File: config.mk
export PLATFORM = sky130hd
export DESIGN_NAME = drive_mode_scheduler
export DESIGN_NICKNAME = d
export VERILOG_FILES = /design/src/rtl/drive_pkg.sv /design/src/rtl/drive_mode_scheduler_tick_gen.sv /design/src/rtl/drive_mode_scheduler.sv
export SDC_FILE = /design/constraint.sdc
export NUM_CORES = 1
export LEC_CHECK = 0
export ABC_AREA = 1
export ABC_CLOCK_PERIOD_IN_PS = 2300
export CORE_ASPECT_RATIO = 2
export CORE_MARGIN = 5
export CORE_UTILIZATION = 50
export DETAILED_ROUTE_END_ITERATION = 8
export DONT_BUFFER_PORTS = 1
export MAX_ROUTING_LAYER = met4
export PLACE_DENSITY = 0.74
export SKIP_LAST_GASP = 1
export SYNTH_ARGS = -nofsm -noshare
export SYNTH_HDL_FRONTEND = slang
export SYNTH_SLANG_ARGS = --single-unit
File: constraint.sdc
create_clock -name sys_clk -period 2.3 [get_ports sys_clk]
set_clock_uncertainty 0.1 [all_clocks]
set_input_delay 0.345 -clock sys_clk [delete_from_list [all_inputs] [get_ports sys_clk]]
set_output_delay 0.345 -clock sys_clk [all_outputs]
set_load 0.1 [all_outputs]
File: src/rtl/drive_pkg.sv
`default_nettype none
// ============================================================================
//  Module      : drive_pkg
//  Description : Shared codes for the car drive scheduler: controller state
//                codes, motor moving codes, mode codes, scheduler FSM
//                encoding and a mode-mapping helper.
//  Revision    : 1.0 - initial release
// ============================================================================
package drive_pkg;

    // Controller state codes
    localparam logic [1:0] ST_WAITING = 2'b00;
    localparam logic [1:0] ST_MOVING  = 2'b01;
    localparam logic [1:0] ST_TURNING = 2'b10;
    localparam logic [1:0] ST_COOLING = 2'b11;

    // Motor moving codes
    localparam logic [3:0] MV_STOP  = 4'b0000;
    localparam logic [3:0] MV_FWD   = 4'b0001;
    localparam logic [3:0] MV_LEFT  = 4'b0100;
    localparam logic [3:0] MV_RIGHT = 4'b1000;

    // Mode codes; MODE_NONE means no controller owns the motors
    localparam logic [1:0] MODE_MAN  = 2'b00;
    localparam logic [1:0] MODE_AUTO = 2'b01;
    localparam logic [1:0] MODE_SEMI = 2'b10;
    localparam logic [1:0] MODE_NONE = 2'b11;

    // Scheduler FSM encoding
    typedef logic [1:0] fsm_t;
    localparam fsm_t FSM_OFF      = 2'd0;
    localparam fsm_t FSM_RUN      = 2'd1;
    localparam fsm_t FSM_HANDOVER = 2'd2;

    // The reserved request code falls back to manual when powering up
    function automatic logic [1:0] map_mode(input logic [1:0] m);
        return (m == MODE_NONE) ? MODE_MAN : m;
    endfunction

endpackage
`default_nettype wire

File: src/rtl/drive_mode_scheduler_tick_gen.sv
`default_nettype none
// ============================================================================
//  Module      : tick_gen
//  Description : Free-running divider producing a one-cycle tick every
//                TICK_DIV clock cycles (on the cycle the counter wraps).
//  Revision    : 1.0 - initial release
// ============================================================================
module tick_gen #(
    parameter int TICK_DIV = 2_000_000
) (
    input  logic sys_clk,
    input  logic rst,
    output logic tick
);

    localparam int             c_cnt_w = (TICK_DIV > 1) ? $clog2(TICK_DIV) : 1;
    localparam logic [c_cnt_w-1:0] c_last = c_cnt_w'(TICK_DIV - 1);

    logic [c_cnt_w-1:0] r_cnt;

    // Count 0..TICK_DIV-1 and wrap
    always_ff @(posedge sys_clk) begin
        if (rst) begin
            r_cnt <= '0;
        end else if (r_cnt == c_last) begin
            r_cnt <= '0;
        end else begin
            r_cnt <= r_cnt + 1'b1;
        end
    end

    assign tick = (r_cnt == c_last);

endmodule
`default_nettype wire

File: src/rtl/drive_mode_scheduler.sv
`default_nettype none
// ============================================================================
//  Module      : drive_mode_scheduler
//  Description : Owns power, global_state and the shared state/moving_state
//                registers. Routes the active mode controller's next pair,
//                runs a timed STOP handover on mode changes and toggles
//                power on a long press of power_btn.
//  Revision    : 1.0 - initial release
// ============================================================================
module drive_mode_scheduler
    import drive_pkg::*;
#(
    parameter int TICK_DIV         = 2_000_000,
    parameter int POWER_HOLD_TICKS = 50,
    parameter int HANDOVER_TICKS   = 25
) (
    input  logic       sys_clk,
    input  logic       rst,
    input  logic       power_btn,
    input  logic [1:0] mode_sel,
    input  logic [1:0] man_next_state,
    input  logic [3:0] man_next_move,
    input  logic [1:0] auto_next_state,
    input  logic [3:0] auto_next_move,
    input  logic [1:0] semi_next_state,
    input  logic [3:0] semi_next_move,
    output logic       power,
    output logic [1:0] global_state,
    output logic [1:0] state,
    output logic [3:0] moving_state,
    output logic       handover_busy
);

    localparam int                  c_hold_w   = $clog2(POWER_HOLD_TICKS + 1);
    localparam int                  c_hcnt_w   = $clog2(HANDOVER_TICKS + 1);
    localparam logic [c_hold_w-1:0] c_hold_max = c_hold_w'(POWER_HOLD_TICKS);
    localparam logic [c_hcnt_w-1:0] c_hcnt_max = c_hcnt_w'(HANDOVER_TICKS);

    logic                w_tick;
    logic [c_hold_w-1:0] r_hold;
    logic                r_armed;
    logic                w_long_press;

    fsm_t                r_fsm;
    fsm_t                w_fsm_nxt;

    logic                r_power,  w_power_nxt;
    logic [1:0]          r_global, w_global_nxt;
    logic [1:0]          r_state,  w_state_nxt;
    logic [3:0]          r_move,   w_move_nxt;
    logic                r_busy,   w_busy_nxt;
    logic [1:0]          r_target, w_target_nxt;
    logic [c_hcnt_w-1:0] r_hcnt,   w_hcnt_nxt;

    logic                w_mode_valid;
    logic [1:0]          w_route_state;
    logic [3:0]          w_route_move;

    tick_gen #(
        .TICK_DIV (TICK_DIV)
    ) u_tick_gen (
        .sys_clk (sys_clk),
        .rst     (rst),
        .tick    (w_tick)
    );

    assign w_long_press = (r_hold == c_hold_max);
    assign w_mode_valid = (mode_sel != MODE_NONE);

    // Hold counter: one toggle per press, re-armed only by releasing the button
    always_ff @(posedge sys_clk) begin
        if (rst) begin
            r_hold  <= '0;
            r_armed <= 1'b1;
        end else if (!power_btn) begin
            r_hold  <= '0;
            r_armed <= 1'b1;
        end else if (w_long_press) begin
            r_hold  <= '0;
            r_armed <= 1'b0;
        end else if (w_tick && r_armed && (r_hold != c_hold_max)) begin
            r_hold  <= r_hold + 1'b1;
        end
    end

    // Select the next pair of the controller that currently owns the motors
    always_comb begin
        w_route_state = ST_WAITING;
        w_route_move  = MV_STOP;
        case (r_global)
            MODE_MAN: begin
                w_route_state = man_next_state;
                w_route_move  = man_next_move;
            end
            MODE_AUTO: begin
                w_route_state = auto_next_state;
                w_route_move  = auto_next_move;
            end
            MODE_SEMI: begin
                w_route_state = semi_next_state;
                w_route_move  = semi_next_move;
            end
            default: begin
                w_route_state = ST_WAITING;
                w_route_move  = MV_STOP;
            end
        endcase
    end

    // FSM state register
    always_ff @(posedge sys_clk) begin
        if (rst) begin
            r_fsm <= FSM_OFF;
        end else begin
            r_fsm <= w_fsm_nxt;
        end
    end

    // Next-state logic; long press outranks every other event
    always_comb begin
        w_fsm_nxt = r_fsm;
        case (r_fsm)
            FSM_OFF: begin
                if (w_long_press) begin
                    w_fsm_nxt = FSM_RUN;
                end
            end
            FSM_RUN: begin
                if (w_long_press) begin
                    w_fsm_nxt = FSM_OFF;
                end else if (w_mode_valid && (mode_sel != r_global)) begin
                    w_fsm_nxt = FSM_HANDOVER;
                end
            end
            FSM_HANDOVER: begin
                if (w_long_press) begin
                    w_fsm_nxt = FSM_OFF;
                end else if (w_mode_valid && (mode_sel != r_target)) begin
                    w_fsm_nxt = FSM_HANDOVER;
                end else if (r_hcnt == c_hcnt_max) begin
                    w_fsm_nxt = FSM_RUN;
                end
            end
            default: begin
                w_fsm_nxt = FSM_OFF;
            end
        endcase
    end

    // Next values of the registered outputs and handover bookkeeping
    always_comb begin
        w_power_nxt  = r_power;
        w_global_nxt = r_global;
        w_state_nxt  = r_state;
        w_move_nxt   = r_move;
        w_busy_nxt   = r_busy;
        w_target_nxt = r_target;
        w_hcnt_nxt   = r_hcnt;
        case (r_fsm)
            FSM_RUN: begin
                if (w_long_press) begin
                    w_power_nxt  = 1'b0;
                    w_global_nxt = MODE_NONE;
                    w_state_nxt  = ST_WAITING;
                    w_move_nxt   = MV_STOP;
                    w_busy_nxt   = 1'b0;
                end else if (w_mode_valid && (mode_sel != r_global)) begin
                    w_target_nxt = mode_sel;
                    w_global_nxt = MODE_NONE;
                    w_state_nxt  = ST_WAITING;
                    w_move_nxt   = MV_STOP;
                    w_hcnt_nxt   = '0;
                    w_busy_nxt   = 1'b1;
                end else begin
                    w_state_nxt  = w_route_state;
                    w_move_nxt   = w_route_move;
                end
            end
            FSM_HANDOVER: begin
                w_state_nxt = ST_WAITING;
                w_move_nxt  = MV_STOP;
                if (w_long_press) begin
                    w_power_nxt  = 1'b0;
                    w_global_nxt = MODE_NONE;
                    w_busy_nxt   = 1'b0;
                end else if (w_mode_valid && (mode_sel != r_target)) begin
                    // A newer request restarts the full STOP interval
                    w_target_nxt = mode_sel;
                    w_hcnt_nxt   = '0;
                end else if (r_hcnt == c_hcnt_max) begin
                    w_global_nxt = r_target;
                    w_busy_nxt   = 1'b0;
                end else if (w_tick) begin
                    w_hcnt_nxt   = r_hcnt + 1'b1;
                end
            end
            default: begin
                // OFF: outputs parked at reset values until a long press
                w_power_nxt  = 1'b0;
                w_global_nxt = MODE_NONE;
                w_state_nxt  = ST_WAITING;
                w_move_nxt   = MV_STOP;
                w_busy_nxt   = 1'b0;
                w_hcnt_nxt   = '0;
                if (w_long_press) begin
                    w_power_nxt  = 1'b1;
                    w_global_nxt = map_mode(mode_sel);
                end
            end
        endcase
    end

    // Output and handover registers
    always_ff @(posedge sys_clk) begin
        if (rst) begin
            r_power  <= 1'b0;
            r_global <= MODE_NONE;
            r_state  <= ST_WAITING;
            r_move   <= MV_STOP;
            r_busy   <= 1'b0;
            r_target <= MODE_MAN;
            r_hcnt   <= '0;
        end else begin
            r_power  <= w_power_nxt;
            r_global <= w_global_nxt;
            r_state  <= w_state_nxt;
            r_move   <= w_move_nxt;
            r_busy   <= w_busy_nxt;
            r_target <= w_target_nxt;
            r_hcnt   <= w_hcnt_nxt;
        end
    end

    assign power         = r_power;
    assign global_state  = r_global;
    assign state         = r_state;
    assign moving_state  = r_move;
    assign handover_busy = r_busy;

endmodule
`default_nettype wire
# ---- Yosys cells after proc, flatten, opt, wreduce, memory -nomap -nowiden
# Cells that the tools add are included.
dict set report totals {
  reg_bits 47
  romBits 0
  wordCells 94
  memories 0
  out_inout_bits 10
  input_bits 23
  latchBits 0
  ram_bits 0
}
dict set report op_classes {
  n_addsub 3
  n_reduce_logical 16
  mux 38
  magnitude_cmp 0
  mul 0
  eq_ne 24
  n_bitwise 2
  shifts 0
  n_div 0
}
# cell n
set op_table {}
lappend op_table {{$mux 2} 17}
lappend op_table {{$mux 5} 6}
lappend op_table {{$add 21x1->21 const B} 1}
lappend op_table {{$eq 21x21->1 const B} 1}
lappend op_table {{$ne 3x3->1 const B} 5}
lappend op_table {{$ne 2x2->1 const B} 6}
lappend op_table {{$pmux 2 s3} 2}
lappend op_table {{$pmux 4 s3} 1}
lappend op_table {{$pmux 5 s2} 1}
lappend op_table {{$reduce_and 5->1} 2}
lappend op_table {{$mux 1} 8}
lappend op_table {{$pmux 2 s2} 2}
lappend op_table {{$add 6x1->6 const B} 1}
lappend op_table {{$eq 2x2->1 const B} 3}
lappend op_table {{$eq 6x6->1 const B} 1}
lappend op_table {{$ne 6x6->1 const B} 1}
lappend op_table {{$reduce_and 3->1} 2}
lappend op_table {{$reduce_or 2->1} 3}
lappend op_table {{$add 5x1->5 const B} 1}
lappend op_table {{$eq 5x5->1 const B} 1}
lappend op_table {{$eq 2x1->1 const B} 2}
lappend op_table {{$logic_and 1x1->1} 4}
lappend op_table {{$logic_not 2->1} 2}
lappend op_table {{$ne 2x2->1} 2}
lappend op_table {{other kinds (7)} 8}

# ---- Longest topological paths before layout
dict set report logic_depth {
  ltp_word 6
  depth_mapped 12
  ltp_nobuf 12
}

# ---- Hierarchy
# From an unflattened synthesis, not the netlist that was laid out.
dict set report hier_totals {
  hier_cells 390
  area_unflattened_um2 2602.5
}
# mod seq_area_each_um2 cells_each n_inst area_each_um2
set modules_own_cells {}
lappend modules_own_cells {drive_mode_scheduler 520.5 225 1 1490.2}
lappend modules_own_cells {tick_gen 420.4 165 1 1112.3}

# ---- Least setup slack after synthesis
# Ideal clock, no wire load.
dict set report synth_timing {
  path_kind {flip-flop to flip-flop}
  startpoint {register r_global[0], in the netlist global_state[0]}
  endpoint {register r_hcnt[3]}
  required_ps 2083
  path_buffers 0
  arrival_time_ps 1862
  synth_period_minus_slack_ps 2079
  setup_time_ps 117
  path_stages_with_launch 10
  slack_ps 221
  path_cell_list {dfxtp_1 -> inv_1 -> nand2_1 -> nand2_1 -> nand3_1 -> nand2_1 -> nor2_2 -> nand2_1 -> nand2_1 -> a21oi_1}
}
dict set report synth_via {
  elab_chain_cells 4
}
# element line
set synth_lines {}
lappend synth_lines {{start: declaration} drive_mode_scheduler.sv:48} ;# logic [1:0] r_global, w_global_nxt;
lappend synth_lines {{start signal: assignment} drive_mode_scheduler.sv:225} ;# r_global <= w_global_nxt;
lappend synth_lines {{$ne 2x2->1} drive_mode_scheduler.sv:167} ;# end else if (w_mode_valid && (mode_sel != r_global)) begin
lappend synth_lines {{$logic_and 1x1->1} drive_mode_scheduler.sv:167}
lappend synth_lines {{$ne 2x2->1 (no source line)} n/a}
lappend synth_lines {{$reduce_and 5->1 (no source line)} n/a}
lappend synth_lines {{end signal: assignment} drive_mode_scheduler.sv:230} ;# r_hcnt <= w_hcnt_nxt;
lappend synth_lines {{end: declaration} drive_mode_scheduler.sv:53} ;# logic [c_hcnt_w-1:0] r_hcnt, w_hcnt_nxt;
# No other way between the ends.
# A chain may end at the register's enable or synchronous reset.

# ---- Final worst setup path
dict set report layout_timing {
  startpoint {register r_fsm[0]}
  endpoint {register r_hcnt[4]}
}
dict set report layout_via {
  elab_chain_cells 3
  elab_cells_between_ends 9
  classes_between {eq/ne: 7; mux: 1; reduce/logical: 1}
}
# element line
set layout_lines {}
lappend layout_lines {{start: declaration} drive_mode_scheduler.sv:44} ;# fsm_t r_fsm;
lappend layout_lines {{start signal: assignment} drive_mode_scheduler.sv:115} ;# r_fsm <= w_fsm_nxt;
lappend layout_lines {{$eq 2x2->1 / $eq 2x1->1 (equally long branches)} drive_mode_scheduler.sv:159} ;# case (r_fsm)
lappend layout_lines {{$ne 3x3->1 (no source line) / $ne 2x2->1 (equally long branches)} n/a}
lappend layout_lines {{$reduce_and 5->1 (no source line)} n/a}
# Several ways; a longest one is shown, not always the timed one.

==> impl_metrics.toml <==
[critical_path]
worstSetupPathType = "reg -> reg"
timing.rr.start = "r_fsm[0]"
crit_path_start = "r_fsm[0]"
crit_required_ns = 2.39
critPathArrivalTime_ns = 1.92
worstPathMaxFanout = 9
startpoint_type = "flip-flop"
end_kind = "flip-flop"

[synthesis]
post_synth_num_cell_types = 32
synth_area_um2 = 2700
synth_nets = 430
syn_inst = 398
yosysTopAreaCell = "dfxtp_1"
synth_seq_cells = 47
synth_area_per_cell_um2 = 6.78
synth_warnings = 0
yosys.area.top_type_share = 0.348
ys_seq_area_frac = 0.348
yosys-top-cells-area = "dfxtp_1 35%, nand2_1 14%, inv_1 6.8%, nor2_1 6.4%, a21oi_1 5.0%"

[layout]
fill_cells = 529
n_antenna_cell = 0
fin_area_um2 = 2900
syn_to_final_growth_pct = 7.55
layout-drive-gt1-share = 0.126
final_cells = 472
layout_commonest_cell = "nand2_1"
final_cell_mix = "101 x nand2_1, 49 x inv_1, 47 x dfxtp_1"
layout.nets = 443

[power_and_ir_drop]
switching_share = 0.218
p_sw_uw = 292
internal_power_uw = 1040
cellPowerDensity_nw_per_um2 = 460
clock_power_share = 0.357
comb_power_share = 0.028
p_seq_frac = 0.615
ir_drop_v = 0.000543
leakagePower_uw = 0.00115

[worst_hold_path]
hp-start = "rst"
hold_path.class = "in -> reg"

[sta]
fin_crit_sh = 0.796
setup_viol = 0
max_freq_mhz = 546
min_period_ns = 1.83
max-slew-margin-rel = 0.726
rsz0062_at_grt = "no"
hold_viol = 0
fin_ws_ns = 0.469
maxSlewViolCount = 0
tightest_slew_ns = 0.410
final.setup.tns_ns = 0

[route]
dr.pass1.iters = 4
via_count = 2394
drt_iter0_drc = 168
routed_wl_um = 5420
antenna_left = 0
drc_errors = 0
wire_per_inst_um = 11.5
vias_per_cell = 5.07

[floorplan]
rows = 38
die_y_um = 114
dieArea_um2 = 7060
die_w_um = 62.0
initial_core_util = 0.507
coreArea_um2 = 5330
io_pins = 33

[global_routing]
grt_overflow = 0
grt_pass1_wl_um = 9430
antenna_found_initial = 0
grt_usage = 0.171
grt_max_degree = 21
first_global_vias = 2219

[clocking]
cts_tree = "built"
cts_sinks = 47
hold_buffers = 0
cts_buffer_depth = 2
cts_buffers = 5
post-cts-setup-buffer-count = 0
clk_latency_ns = 0.29
h-tree-depth = 2
cts_resized = 0
path_clk_slew_ns = 0.09
cts_root_buffer = "clkbuf_8"

[place]
dp_hpwl_um = 4150
placed_cell_area_um2 = 2810
dp_cells = 463
post-place-ws_ns = 0.475
gp_congestion = 0.866
port_buffers = 0

[run]
maxCapViolCount = 0

[run_status]
status = "complete, no violations"
==> registers in the layout, indices dropped and copies added (netlist names) <==
name,cells
state,2
r_target,2
r_armed,1
global_state,2
r_hold,6
moving_state,4
handover_busy,1
power,1
r_fsm,2
r_hcnt,5
u_tick_gen.r_cnt,21
==> cell usage after synthesis (all sizes together) <==
| master | instances |
|---|---|
| xor2 | 8 |
| nor3b | 2 |
| or2 | 2 |
| xnor2 | 2 |
| nor3 | 14 |
| o21a | 1 |
| clkbuf | 1 |
| o21ai | 11 |
| nand3 | 32 |
| o211ai | 1 |
| a31oi | 7 |
| nor2 | 58 |
| dfxtp | 47 |
| buf | 5 |
| inv | 52 |
| o21bai | 2 |
| nand2 | 108 |
| nand4 | 6 |
| ha | 9 |
| nand3b | 2 |
| a21oi | 28 |
==> final timing paths <==
kind                          to  slack, ns  depth (start not counted)
min                    r_hcnt[3]      0.008                          1
min reg2reg  u_tick_gen.r_cnt[0]       0.36                          1
max reg2reg            r_hcnt[4]       0.47                          8
max                    r_hcnt[4]       0.47                          8
==> power groups by stage <==
| stage | clock network (uW) | logic (uW) | registers [uW] |
|---|---|---|---|
| final | 476 | 37.5 | 821 |
| after floorplan | 0 | 33.7 | 840 |
| after global placement | 0 | 36.1 | 840 |
| after global routing | 528 | 43.3 | 822 |
| after CTS | 493 | 36.2 | 821 |
| after detailed placement | 0 | 36.1 | 840 |
==> worst max-delay path, stage by stage (launching register included) <==
cell	delay (ns)
dfxtp_1	0.38
inv_1	0.08
ha_1	0.28
inv_1	0.19
nor2_1	0.10
nor2_2	0.34
nand2_1	0.13
nand2_1	0.07
a21oi_1	0.06
==> kinds of logic after synthesis <==
logic type	after synthesis	share of synthesized area
simple gates	224	0.387
buf+inv	58	0.0890
compound gates	50	0.101
flops	47	0.348
xor+xnor	10	0.0324
fa+ha+maj	9	0.0417
==> stage by stage <==
stage / power, uW / hold slack (ns) / util
2_1_floorplan: 874 / 0.329 / -
3_3_place_gp: 876 / 0.317 / 0.528
3_5_place_dp: 876 / 0.318 / 0.528
4_1_cts: 1350 / 0.00274 / 0.543
5_1_grt: 1390 / 0.00249 / 0.545
6_report: 1330 / 0.00753 / 0.545
==> area by class of cell <==
| type | count | area [um^2] | area share |
|---|---|---|---|
| timing repair buffer | 12 | 92.6 | 0.0319 |
| clock inverter | 1 | 5.00 | 0.00172 |
| inverter | 52 | 195 | 0.0672 |
| sequential | 47 | 941 | 0.324 |
| tap | 60 | 75.1 | 0.0259 |
| multi-input combinational | 293 | 1520 | 0.523 |
| clock buffer | 7 | 76.3 | 0.0263 |
==> routing by layer <==
| layer | part of all wire | global-route usage | up-vias |
|---|---|---|---|
| met5 | 0 | - | - |
| met4 | 0.0090 | 0.0510 | 0 |
| met3 | 0.034 | 0.0283 | 5 |
| met2 | 0.48 | 0.258 | 40 |
| met1 | 0.47 | 0.233 | 1051 |
| li1 | - | - | 1298 |
Note: power is estimated with default switching activity, not from simulation.
==> RTL change: new RTL, same flow settings <==
Compare `r_hcnt` against `c_hcnt_max` with >= in place of ==.
--- a/src/rtl/drive_mode_scheduler.sv
+++ b/src/rtl/drive_mode_scheduler.sv
@@ -187,7 +187,7 @@
                     // A newer request restarts the full STOP interval
                     w_target_nxt = mode_sel;
                     w_hcnt_nxt   = '0;
-                end else if (r_hcnt == c_hcnt_max) begin
+                end else if (r_hcnt >= c_hcnt_max) begin
                     w_global_nxt = r_target;
                     w_busy_nxt   = 1'b0;
                 end else if (w_tick) begin
Check against the original RTL: no difference found for any inputs over 10 cycles, from zero or initial values and one cycle with rst high; that may be too few to reach the edited logic, so the function may still have changed.
==> RTL change against the unedited design <==
- design area up 1.7%
- synthesized area rose by 0.93%
- utilization up 0.45 points
- non-clock buffer count down 1
- synthesized cell count up 2.0%
- total power grew 4.4%
- critical path depth unchanged
- critical endpoint is now u_tick_gen.r_cnt[3]
- routed wire length up 18%
- sequential cell count unchanged
- global-route usage increased by 1.9 points
- setup slack got worse by 0.072 ns
- sequential power barely moved
==> RTL change: results (changes against the unedited design) <==
[status]
status = finished clean

[critical_path]
r2r_slack_ns = 0.40  ; -0.07 ns
max_stage_delay_ns = 0.42  ; +0.04 ns
r2r-end = u_tick_gen.r_cnt[3]
cp_data_arrival_time_ns = 2.02  ; +0.10 ns

[detailed_routing]
wire_per_inst_um = 13.3  ; +16%
wl_met2_mm = 3.77  ; +44%
met1Wirelength_mm = 2.25  ; -12%
wl_met3_um = 142  ; -22%

[finish]
n_all_buffers = 11  ; -1
sh_seq_area = 0.319  ; -0.00549
multi_input_area_mm2 = 0.00158  ; +3.8%
design_area_mm2 = 0.00295  ; +1.7%
nonClkBufAreaFrac = 0.0288  ; -0.00308
multi_input_gates = 307  ; +4.8%
fill_cells = 532  ; +0.57%
inverters = 49  ; -5.8%

[cts]
ctsHoldBuffers = 1  ; +1
clk_latency_ns = 0.32  ; +0.03 ns

[yosys]
synth.avg_cell_area_um2 = 6.71  ; -1.1%
synth.area.top_cells = dfxtp_1 (35%), nand2_1 (16%), nor2_1 (6.7%)
ys_seq_area_frac = 0.345  ; -0.00320

[timing]
worst_slack_ns = 0.397  ; -0.0715 ns
hold_ws_ns = 0.0168  ; +0.00928 ns
tightest_slew_ns = 0.399  ; -0.0107 ns

[grt]
grt_max_degree = 17  ; -19%
grt_pass1_wl_mm = 10.7  ; +13%
use_met3 = 0.0334  ; +0.00509

[power_and_ir_drop]
net-switching-power_mw = 0.347  ; +19%
vdd_ir_drop_max_mv = 0.523  ; -3.7%
power.internal_mw = 1.05  ; +0.38%
p_seq_frac = 0.590  ; -0.025
p_leak_nw = 1.21  ; +5.7%
pg_comb_mw = 0.0400  ; +6.7%

[min_path]
worstHoldStart = power_btn
hold_path_end = r_armed

[place]
dp.cells = 473  ; +2.2%
routabilityCongestion = 0.895  ; +3.3%

==> RTL change: cell families after synthesis <==
| kind of cell | Yosys count | synth area share |
|---|---|---|
| simple gates | 236 | 0.405 |
| flops | 47 | 0.345 |
| buf+inv | 52 | 0.0762 |
| compound gates | 53 | 0.103 |
| fa+ha+maj | 9 | 0.0413 |
| xor+xnor | 9 | 0.0289 |
==> RTL change: worst max-delay path by stage <==
stage	from	endpoint	slack [ns]	cells past startpoint
after global routing	u_tick_gen.r_cnt[0]	u_tick_gen.r_cnt[8]	0.23	8
final	u_tick_gen.r_cnt[0]	u_tick_gen.r_cnt[3]	0.40	8
after floorplan	global_state[1]	r_hcnt[0]	0.19	9
after CTS	u_tick_gen.r_cnt[0]	u_tick_gen.r_cnt[3]	0.39	8
after global placement	u_tick_gen.r_cnt[0]	u_tick_gen.r_cnt[3]	0.45	8
after detailed placement	u_tick_gen.r_cnt[0]	u_tick_gen.r_cnt[3]	0.40	8
